--- config.mk ---
export PLATFORM = sky130hd
export DESIGN_NAME = seg7_refresh_ctrl
export DESIGN_NICKNAME = d
export VERILOG_FILES = /design/src/rtl/seg7_refresh_ctrl.sv
export SDC_FILE = /design/constraint.sdc
export NUM_CORES = 1
export LEC_CHECK = 0
export CORE_AREA = 2 2 117 119
export CTS_CLUSTER_DIAMETER = 30
export CTS_CLUSTER_SIZE = 20
export DETAILED_ROUTE_END_ITERATION = 10
export DIE_AREA = 0 0 119 121
export PLACE_DENSITY = 0.51
export SYNTH_ARGS = -nofsm -noshare
export SYNTH_HDL_FRONTEND = slang
export SYNTH_SLANG_ARGS = --single-unit
--- constraint.sdc ---
create_clock -name i_Clk -period 5.2 [get_ports i_Clk]
set_clock_uncertainty 0.1 [all_clocks]
set_input_delay 1.56 -clock i_Clk [delete_from_list [all_inputs] [get_ports i_Clk]]
set_output_delay 1.56 -clock i_Clk [all_outputs]
set_load 0.01 [all_outputs]
--- src/rtl/seg7_refresh_ctrl.sv ---
// Two-digit 7-segment refresh controller sharing one registered decoder between tens and ones.
// Optional build macro SEG7_LEADING_ZERO_BLANK_EN blanks the tens digit when it is zero.
module seg7_refresh_ctrl #(
  parameter int DEC_LAT   = 1,
  parameter int BLINK_DIV = 12500000
) (
  input  logic       i_Clk,
  input  logic       i_Rst_L,
  input  logic       i_Load,
  input  logic [7:0] i_Value,
  input  logic       i_Blink,
  output logic [3:0] o_Dec_Num,
  input  logic [6:0] i_Dec_Seg,
  output logic [6:0] o_Seg1,
  output logic [6:0] o_Seg2,
  output logic       o_Busy,
  output logic       o_Update
);

  localparam int WW = (DEC_LAT > 1) ? $clog2(DEC_LAT) : 1;
  localparam int BW = $clog2(BLINK_DIV);
  localparam logic [WW-1:0] WAIT_LAST  = WW'(DEC_LAT - 1);
  localparam logic [BW-1:0] BLINK_LAST = BW'(BLINK_DIV - 1);

  typedef enum logic [2:0] {
    IDLE    = 3'd0,
    ISSUE_T = 3'd1,
    CAP_T   = 3'd2,
    ISSUE_O = 3'd3,
    CAP_O   = 3'd4
  } state_t;

  state_t          state_r, state_s;
  logic [WW-1:0]   wait_r, wait_s;
  logic [7:0]      pend_r, pend_s;
  logic            pend_vld_r, pend_vld_s;
  logic [7:0]      active_r, active_s;
  logic [3:0]      dec_num_r, dec_num_s;
  logic [6:0]      seg1_hold_r, seg1_hold_s;
  logic [6:0]      seg2_hold_r, seg2_hold_s;
  logic [6:0]      seg1_r, seg2_r;
  logic            update_r, update_s;
  logic            busy_r;
  logic [BW-1:0]   blink_cnt_r, blink_cnt_s;
  logic            blink_on_r, blink_on_s;
  logic            start_s;

  // FSM state and decoder-latency wait counter
  always_ff @(posedge i_Clk or negedge i_Rst_L) begin
    if (!i_Rst_L) begin
      state_r <= IDLE;
      wait_r  <= '0;
    end else begin
      state_r <= state_s;
      wait_r  <= wait_s;
    end
  end

  assign start_s = (state_r == IDLE) && (pend_vld_r || i_Load);

  // Next-state logic: each ISSUE state waits DEC_LAT cycles in total before capture
  always_comb begin
    state_s = state_r;
    wait_s  = wait_r;
    case (state_r)
      IDLE: begin
        if (start_s) begin
          state_s = ISSUE_T;
          wait_s  = '0;
        end else begin
          state_s = IDLE;
        end
      end
      ISSUE_T: begin
        if (wait_r == WAIT_LAST) begin
          state_s = CAP_T;
          wait_s  = '0;
        end else begin
          wait_s = wait_r + WW'(1);
        end
      end
      CAP_T: state_s = ISSUE_O;
      ISSUE_O: begin
        if (wait_r == WAIT_LAST) begin
          state_s = CAP_O;
          wait_s  = '0;
        end else begin
          wait_s = wait_r + WW'(1);
        end
      end
      CAP_O: state_s = IDLE;
      default: begin
        state_s = IDLE;
        wait_s  = '0;
      end
    endcase
  end

  // Output/datapath next values: pending buffer, decoder nibble, digit capture
  always_comb begin
    pend_s      = pend_r;
    pend_vld_s  = pend_vld_r;
    active_s    = active_r;
    dec_num_s   = dec_num_r;
    seg1_hold_s = seg1_hold_r;
    seg2_hold_s = seg2_hold_r;
    update_s    = 1'b0;
    if (start_s) begin
      // a simultaneous load bypasses the pending buffer
      active_s   = i_Load ? i_Value : pend_r;
      pend_vld_s = 1'b0;
      dec_num_s  = active_s[7:4];
    end else if (i_Load) begin
      pend_s     = i_Value;
      pend_vld_s = 1'b1;
    end else begin
      pend_vld_s = pend_vld_r;
    end
    case (state_r)
      CAP_T: begin
`ifdef SEG7_LEADING_ZERO_BLANK_EN
        seg1_hold_s = (active_r[7:4] == 4'd0) ? 7'd0 : i_Dec_Seg;
`else
        seg1_hold_s = i_Dec_Seg;
`endif
        dec_num_s = active_r[3:0];
      end
      CAP_O: begin
        seg2_hold_s = i_Dec_Seg;
        update_s    = 1'b1;
      end
      default: begin
        update_s = 1'b0;
      end
    endcase
  end

  // Blink divider: phase flips each time the counter wraps while blinking
  always_comb begin
    blink_cnt_s = blink_cnt_r;
    blink_on_s  = blink_on_r;
    if (!i_Blink) begin
      blink_cnt_s = '0;
      blink_on_s  = 1'b1;
    end else if (blink_cnt_r == BLINK_LAST) begin
      blink_cnt_s = '0;
      blink_on_s  = ~blink_on_r;
    end else begin
      blink_cnt_s = blink_cnt_r + BW'(1);
    end
  end

  // Datapath and registered outputs
  always_ff @(posedge i_Clk or negedge i_Rst_L) begin
    if (!i_Rst_L) begin
      pend_r      <= 8'd0;
      pend_vld_r  <= 1'b0;
      active_r    <= 8'd0;
      dec_num_r   <= 4'd0;
      seg1_hold_r <= 7'd0;
      seg2_hold_r <= 7'd0;
      seg1_r      <= 7'd0;
      seg2_r      <= 7'd0;
      update_r    <= 1'b0;
      busy_r      <= 1'b0;
      blink_cnt_r <= '0;
      blink_on_r  <= 1'b1;
    end else begin
      pend_r      <= pend_s;
      pend_vld_r  <= pend_vld_s;
      active_r    <= active_s;
      dec_num_r   <= dec_num_s;
      seg1_hold_r <= seg1_hold_s;
      seg2_hold_r <= seg2_hold_s;
      seg1_r      <= blink_on_s ? seg1_hold_s : 7'd0;
      seg2_r      <= blink_on_s ? seg2_hold_s : 7'd0;
      update_r    <= update_s;
      busy_r      <= (state_s != IDLE) || pend_vld_s;
      blink_cnt_r <= blink_cnt_s;
      blink_on_r  <= blink_on_s;
    end
  end

  assign o_Dec_Num = dec_num_r;
  assign o_Seg1    = seg1_r;
  assign o_Seg2    = seg2_r;
  assign o_Busy    = busy_r;
  assign o_Update  = update_r;

endmodule

======== Word-level counts from Yosys, hierarchy flattened ========
Index checks and enable logic that the tools add are counted.
word-level totals
  register bits after elaboration ......... 76
  input port bits ......................... 19
  output and inout port bits .............. 20
operators by class
  add/sub/neg operators ................... 2
  eq/ne operators ......................... 6
  multiplexer cells ....................... 21
  bitwise logic cells ..................... 2
  reductions and logical operators ........ 9
operators by type and width
  operator                                             count
  two-way mux 24 bit                                   2
  two-way mux 7 bit                                    4
  adder 24 x 1 -> 24 bit, second input constant        1
  equality test 24 bit, second input constant          1
  one-hot mux 3 bit (4 select lines)                   1
  two-way mux 1 bit                                    8
  two-way mux 4 bit                                    2
  two-way mux 8 bit                                    1
  equality test 3 x 2 -> 1 bit, second input constant  2
  two-way mux 3 bit                                    2
  OR reduction 2 bit                                   2
  equality test 3 x 1 -> 1 bit, second input constant  1
  equality test 3 bit, second input constant           1
  zero test 3 bit                                      1
  one-hot mux 1 bit (3 select lines)                   1
  nonzero test 3 bit                                   1
  logical OR 1 bit                                     2
  inequality test 2 bit, second input constant         1
  inverter 1 bit                                       2
  AND reduction 2 bit                                  1
  nonzero test 2 bit                                   1
  adder 1 bit, second input constant                   1
  logical AND 1 bit                                    1

======== Logic depth before layout (Yosys ltp) ========
  depth after elaboration ................. 6
  depth in mapped cells ................... 7
  depth with buffers taken out ............ 5

======== Least setup slack after synthesis ========
OpenSTA, ideal clock, no wires.
  kind .................................... input to register
  start ................................... input i_Load
  end ..................................... register pend_r[0]
  arrival ................................. 2727 ps
  slack ................................... 2248 ps
  cell stages on the path ................. 4
  path through ............................ clkbuf_1 o21ai_1 nand2_1 mux2_2
on the way
  longest elaborated chain between the ends .. 2
  elaborated cells between the ends (all ways) .. 3
  classes of those cells .................. mux (1); reduce/logical (2)
ends and longest elaborated chain
  element               RTL line  RTL
  start, declared       9         input logic i_Load,
  logical OR 1 bit      59        assign start_s = (state_r == IDLE) && (pend_vld_r || i_Load);
  logical AND 1 bit     59
  end signal, assigned  169       pend_r <= pend_s;
  end, declared         35        logic [7:0] pend_r, pend_s;
Several ways; a longest one is shown, not always the timed one.
A chain may end at the register's enable or synchronous reset.

======== Final worst setup path ========
  start ................................... input i_Load
  end ..................................... register dec_num_r[1] (netlist: o_Dec_Num[1])
on the way
  longest elaborated chain between the ends .. 3
  elaborated cells between the ends (all ways) .. 6
  classes of those cells .................. mux (3); reduce/logical (3)
ends and longest elaborated chain
  element                                                  RTL line  RTL
  two-way mux 8 bit or logical OR 1 bit (tied branches)    -
  two-way mux 4 bit or logical AND 1 bit (tied branches)   108, 59
  two-way mux 4 bit or nonzero test 2 bit (tied branches)  -
  end signal, assigned                                     172       dec_num_r <= dec_num_s;
  end, declared                                            38        logic [3:0] dec_num_r, dec_num_s;
Several ways; a longest one is shown, not always the timed one. The select of a mux whose other input is x is not followed.

==> results.yml <==
sta:
  setup_ws_ns: 1.89
  setup_viol: 0
  slew_headroom_pct: 24.8
  rsz0062_at_grt: "false"
  final_hold_viol_count: 0
  tightest_slew_ns: 1.12
  maxSlewViolCount: 0
  period_share_pct: 63.7
  layout_min_cycle_time_ns: 3.31
  tns_ns: 0
  fmax_ghz: 0.302
  whs_ns: 0.375
synth:
  synth_most_common_cell: "dfrtp_1"
  async_reset_ff_share_pct: 100
  syn_nets: 308
  synth_edf_count: 0
  avgSynthCellArea_um2: 11.1
  syn_inst: 288
  synth_top_area_cell: "dfrtp_1"
  ys_ff_latch: 75
  yosysSeqAreaShare_pct: 58.6
  yosysWarnings: 0
  synth_common_cells: "dfrtp_1, mux2i_1, inv_1"
  synthFlopType: "dfrtp_1"
  ys_types: 35
  synth_top_area_share_pct: 57.8
  syn-cell-area_um2: 3200
  synth_area_leaders: "dfrtp_1, mux2i_1, xnor2_1, inv_1, mux2_2"
drt:
  drt_iter0_markers: 129
  viasPerCell: 4.28
  postRouteWirelength_um: 6040
  dr.pass1.iters: 4
  post-route-drc-count: 0
  dr_total_vias: 2170
  wl_per_cell_um: 11.9
  postRouteAntennaNets: 0
die:
  die_height_um: 121
  fp.dieW_um: 119
  dieArea_um2: 14400
  num_rows: 42
  coreArea_um2: 13100
  ios: 39
  start_util_pct: 24.5
critical_path:
  critPathKind: "in2reg"
  crit_required_ns: 5.31
  startpoint_type: "input port"
  critPathCaptureType: "flip-flop"
  path_max_fanout: 11
  crit_arrival_ns: 3.42
final_layout:
  drive_gt1_share_pct: 10.6
  area_growth_pct: 27.2
  fin_nets: 346
  diodes: 0
global_routing:
  grt_use_total_pct: 9.38
  grt_pass1_wl_um: 10700
  grt_overflow: 0
  antenna_found_initial: 0
  grt_pass1_vias: 2205
  grt_max_degree: 62
cts:
  clk_pin_slew_ns: 0.06
  clkLatencyLatePin_ns: 0.33
  cts_setup_buffers: 0
  hold_buffers: 0
  cts_root_buffer: "clkbuf_16"
  post_cts_resized: 0
  clk_path_buf_depth: 2
  cts_tree: "built"
  numCtsBuffers: 9
  cts.sinks: 75
  cts_max_level: 3
place:
  dp_hpwl_um: 4010
  gp_congestion: 0.725
  place_ws_ns: 1.51
  io_buffer_count: 38
pwr:
  leakagePower_nw: 1.68
  p_per_area_nw_per_um2: 507
  vdd_drop_max_mv: 0.156
run:
  cap_violations: 0
outcome:
  status: "finished clean"
hold_path:
  min_path_type: "reg2reg"
-- cell families after synthesis --
family | share of synthesized area [%]
and+or+nand+nor | 14.1
DFF | 58.6
AOI/OAI and AO/OA | 7.81
buffers and inverters | 4.65
muxes | 10.9
xor gates and xnor gates | 3.55
adders and majority gates | 0.390
-- where the power goes --
| group | total (W) | internal [W] | switching (W) |
|---|---|---|---|
| sequential | 0.000860 | 0.000779 | 0.0000804 |
| combinational | 0.000590 | 0.000318 | 0.000272 |
| clock | 0.000616 | 0.000373 | 0.000243 |
| total | 0.00207 | 0.00147 | 0.000596 |
-- metrics by stage --
stage,cell area (µm²),std cells,util [%],total power (W)
detailed placement,3780,491,28.9,0.00148
CTS,4080,507,31.2,0.00210
global placement,3780,491,28.9,0.00146
finish,4080,507,31.2,0.00207
global route,4080,507,31.2,0.00221
floorplan,3200,288,-,0.00121
-- critical path, stage by stage --
cell             delay (ns)
clkdlybuf4s50_1        0.85
nor2_1                 0.14
nor2b_1                0.44
mux2i_1                0.14
mux2_2                 0.28
-- flip-flops by register name (all words and copies together), names as in the netlist --
| register | count |
|---|---|
| active_r | 4 |
| state_r | 3 |
| pend_vld_r | 1 |
| seg2_hold_r | 7 |
| blink_cnt_r | 24 |
| blink_on_r | 1 |
| seg1_hold_r | 7 |
| pend_r | 8 |
| o_Dec_Num | 4 |
| o_Seg2 | 7 |
| o_Seg1 | 7 |
| o_Update | 1 |
| o_Busy | 1 |
-- final cells by class --
| class | instances | area [µm²] |
|---|---|---|
| repair buffers | 41 | 398 |
| clock inverters | 7 | 75.1 |
| flip-flops and latches | 75 | 1880 |
| clock buffers | 9 | 225 |
| multi-input cells | 174 | 1190 |
| fillers | 1314 | 9010 |
| inverters | 25 | 93.8 |
| well taps | 176 | 220 |
-- placed cells by master (no fill, tap or decap), drive strengths merged --
cell type      Yosys  routed
xor2               2       2
nor2b              1       1
nor3b              1       1
and2               2       2
clkinv             0       1
clkdlybuf4s50      0      37
and3b              1       1
xnor2             11      11
inv               25      27
clkinvlp           0       3
mux2               8       8
nand3b             1       1
buf                2       4
or4                4       4
nand3              6       6
ha                 1       1
bufinv             0       1
nor3               3       3
o31ai              3       3
a21oi             14      14
and4               2       2
nand4              7       7
clkbuf            12       9
nand2b             2       2
nand2             12      12
or3                7       7
mux2i             26      26
nor4bb             1       1
o21ai             14      14
or3b               1       1
or4b               1       1
nor4               5       5
a31oi             14      14
dfrtp             74      74
dfstp              1       1
nor2              24      24
-- per-layer routing --
layer	global-route usage, %	wire (µm)
met3	2.96	258
met5	0	0
met1	12.0	2900
met2	14.3	2780
met4	4.76	106
-- path summary, 6_finish.rpt --
kind / startpoint / end / slack (ns) / cells after the start
setup / recovery: i_Load / o_Dec_Num[1]$_DFFE_PN0P_ / 1.89 / 5
hold / removal: seg1_hold_r[0]$_DFF_PN0_ / seg1_hold_r[0]$_DFF_PN0_ / 0.37 / 2
setup reg to reg: blink_cnt_r[0]$_DFF_PN0_ / o_Seg2[5]$_DFF_PN0_ / 2.67 / 5
hold reg to reg: seg1_hold_r[0]$_DFF_PN0_ / seg1_hold_r[0]$_DFF_PN0_ / 0.37 / 2
max in group asynchronous: i_Rst_L / blink_cnt_r[19]$_DFF_PN0_ / 2.92 / 2
min in group asynchronous: i_Rst_L / pend_r[7]$_DFFE_PN0N_ / 1.02 / 1
Note: power is estimated with default switching activity, not from simulation.
==> patch: new RTL, same flow settings <==
Add a define of `SEG7_LEADING_ZERO_BLANK_EN`.
--- a/src/rtl/seg7_refresh_ctrl.sv
+++ b/src/rtl/seg7_refresh_ctrl.sv
@@ -1,5 +1,7 @@
 // Two-digit 7-segment refresh controller sharing one registered decoder between tens and ones.
 // Optional build macro SEG7_LEADING_ZERO_BLANK_EN blanks the tens digit when it is zero.
+`define SEG7_LEADING_ZERO_BLANK_EN
+
 module seg7_refresh_ctrl #(
   parameter int DEC_LAT   = 1,
   parameter int BLINK_DIV = 12500000
Formal check against the unedited RTL: not equivalent (a bounded check fails within 4 cycles, from zero or initial values and one cycle with i_Rst_L low).
==> patch against the original RTL <==
  * Via count increased by 3.9%
  * Routed wire length rose by 9.8%
  * Critical endpoint is now pend_r[3]
  * Core utilization up 0.67 points
  * Worst setup slack worse by 0.068 ns
  * Power up 2.9%
  * Non-clock buffer count is 2 lower
  * Final area grew 2.1%
  * Highest routed layer unchanged
  * Area after synthesis grew 4.9%
  * Critical path type unchanged
  * Sequential cell count is 4 higher
==> patch: results (changes against the original RTL) <==
[logic_synthesis]
syn_nets=306  ; -0.65%
synth.distinct_cells=42  ; +20%
synth-adder-area-share_pct=0.372  ; -0.018 points
synth_xor_area_share_pct=3.39  ; -0.17 points
synth_area_leaders=dfrtp_1, mux2i_1, nor2_1, nor3_2, xor2_1
yosys-top-cells-count=dfrtp_1, nor2_1, inv_1, a21oi_1, mux2i_1
synth_compound_area_share_pct=9.23  ; +1.4 points
synth.area.mux_share_pct=5.85  ; -5.1 points
ys_seq_area_share_pct=58.9  ; +0.25 points

[power_and_ir_drop]
sw_frac_of_total_pct=30.3  ; +1.4 points
ir_worst_vdd_mv=0.198  ; +27%
p_leak_uw=0.00178  ; +5.6%

[grt]
grt_pass1_vias=2356  ; +6.8%
grt_max_degree=80  ; +29%
grt_pass1_wl_mm=11.7  ; +9.3%
grt_usage_pct=10.1  ; +0.72 points

[hold_path]
worstHoldStart=blink_cnt_r[0]
min_path_cells=1  ; -1
whs_endpoint=blink_cnt_r[0]
hold_class=register to register

[detailed_routing]
vias=2255  ; +3.9%
drt_iter0_markers=78  ; -40%
ant_nets=0  ; unchanged
wire_per_inst_um=13.1  ; +10%

[timing]
slew_headroom_pct=33.2  ; +8.4 points
fin_crit_sh_pct=65.0  ; +1.3 points

[cts]
cts_made_buffers=9  ; unchanged

[final_layout]
fillerInstances=1354  ; +3.0%
top_regs=blink_cnt_r: 24 flops, active_r: 8 flops, pend_r: 8 flops
drive_gt1_share_pct=12.1  ; +1.5 points

[setup_path]
rr_worst_depth=4  ; -1
r2r_start=blink_cnt_r[6]
path_max_fanout=22  ; +11
reg2reg_slack_ns=2.82  ; +0.15 ns
max_stage_delay_ns=0.70  ; -0.15 ns
crit_arrival_ns=3.49  ; +0.07 ns
rr_endpoint=blink_cnt_r[9]

[place]
dp_hpwl_mm=4.43  ; +10%
gp_congestion=0.749  ; +3.3%
dpl_worst_slack_ns=1.46  ; -0.0420 ns

[status]
status=complete, no violations

-- patch: changes by cell type in the layout (fill, tap and decap cells not counted), sizes merged, moves of 6 or more --
| cell | change |
|---|---|
| a31oi | -14 |
| xor2 | +8 |
| nor3 | +11 |
| inv | -11 |
| mux2i | -12 |
| xnor2 | -8 |
| a22oi | +6 |
-- patch: cell type report --
class | count | area, um2 | share of cell area (%)
timing repair buffer | 39 | 385 | 9.25
multi-input combinational | 180 | 1250 | 30.1
sequential | 79 | 1980 | 47.5
inverter | 16 | 60.1 | 1.44
tap | 176 | 220 | 5.29
clock buffer | 10 | 229 | 5.50
clock inverter | 6 | 37.5 | 0.901
-- patch: worst max-delay path by stage --
| stage | to | cells after the start | start |
|---|---|---|---|
| after detailed placement | pend_r[3] | 5 | i_Load |
| after CTS | pend_r[3] | 5 | i_Load |
| after global routing | pend_r[3] | 5 | i_Load |
| final | pend_r[3] | 5 | i_Load |
| after global placement | pend_r[1] | 5 | i_Load |
| after floorplan | o_Dec_Num[0] | 4 | i_Load |
-- patch: logic make-up (layout without fill, tap and decap cells) --
group	after synthesis	after routing
adders and majority gates	1	1
xor gates and xnor gates	13	13
AOI/OAI and AO/OA	47	47
buffers and inverters	27	71
muxes	19	19
and+or+nand+nor	100	100
DFF	79	79
-- patch: power groups by stage --
stage	sequential [uW]	clock [uW]	combinational, uW
after global routing	947	608	714
after CTS	926	580	652
after detailed placement	932	0	651
after floorplan	944	0	367
after global placement	932	0	638
final	922	566	637
-- patch: through the flow --
stage	area [um2]	utilization (%)	hold slack (ns)	instances	power, uW
finish	4160	31.8	0.383	506	2130
global route	4160	31.8	0.410	506	2270
CTS	4160	31.8	0.383	506	2160
detailed placement	3900	29.8	0.373	490	1580
global placement	3900	29.8	0.370	490	1570
floorplan	3360	-	0.348	286	1310
-- patch: layer usage --
| layer | vias to the layer above | share of wire (%) | global-route usage [%] |
|---|---|---|---|
| met5 | - | 0 | 0 |
| met4 | 0 | 1.5 | 4.24 |
| met3 | 9 | 2.6 | 2.26 |
| met2 | 29 | 47 | 15.8 |
| met1 | 1125 | 49 | 13.5 |
| li1 | 1092 | - | - |
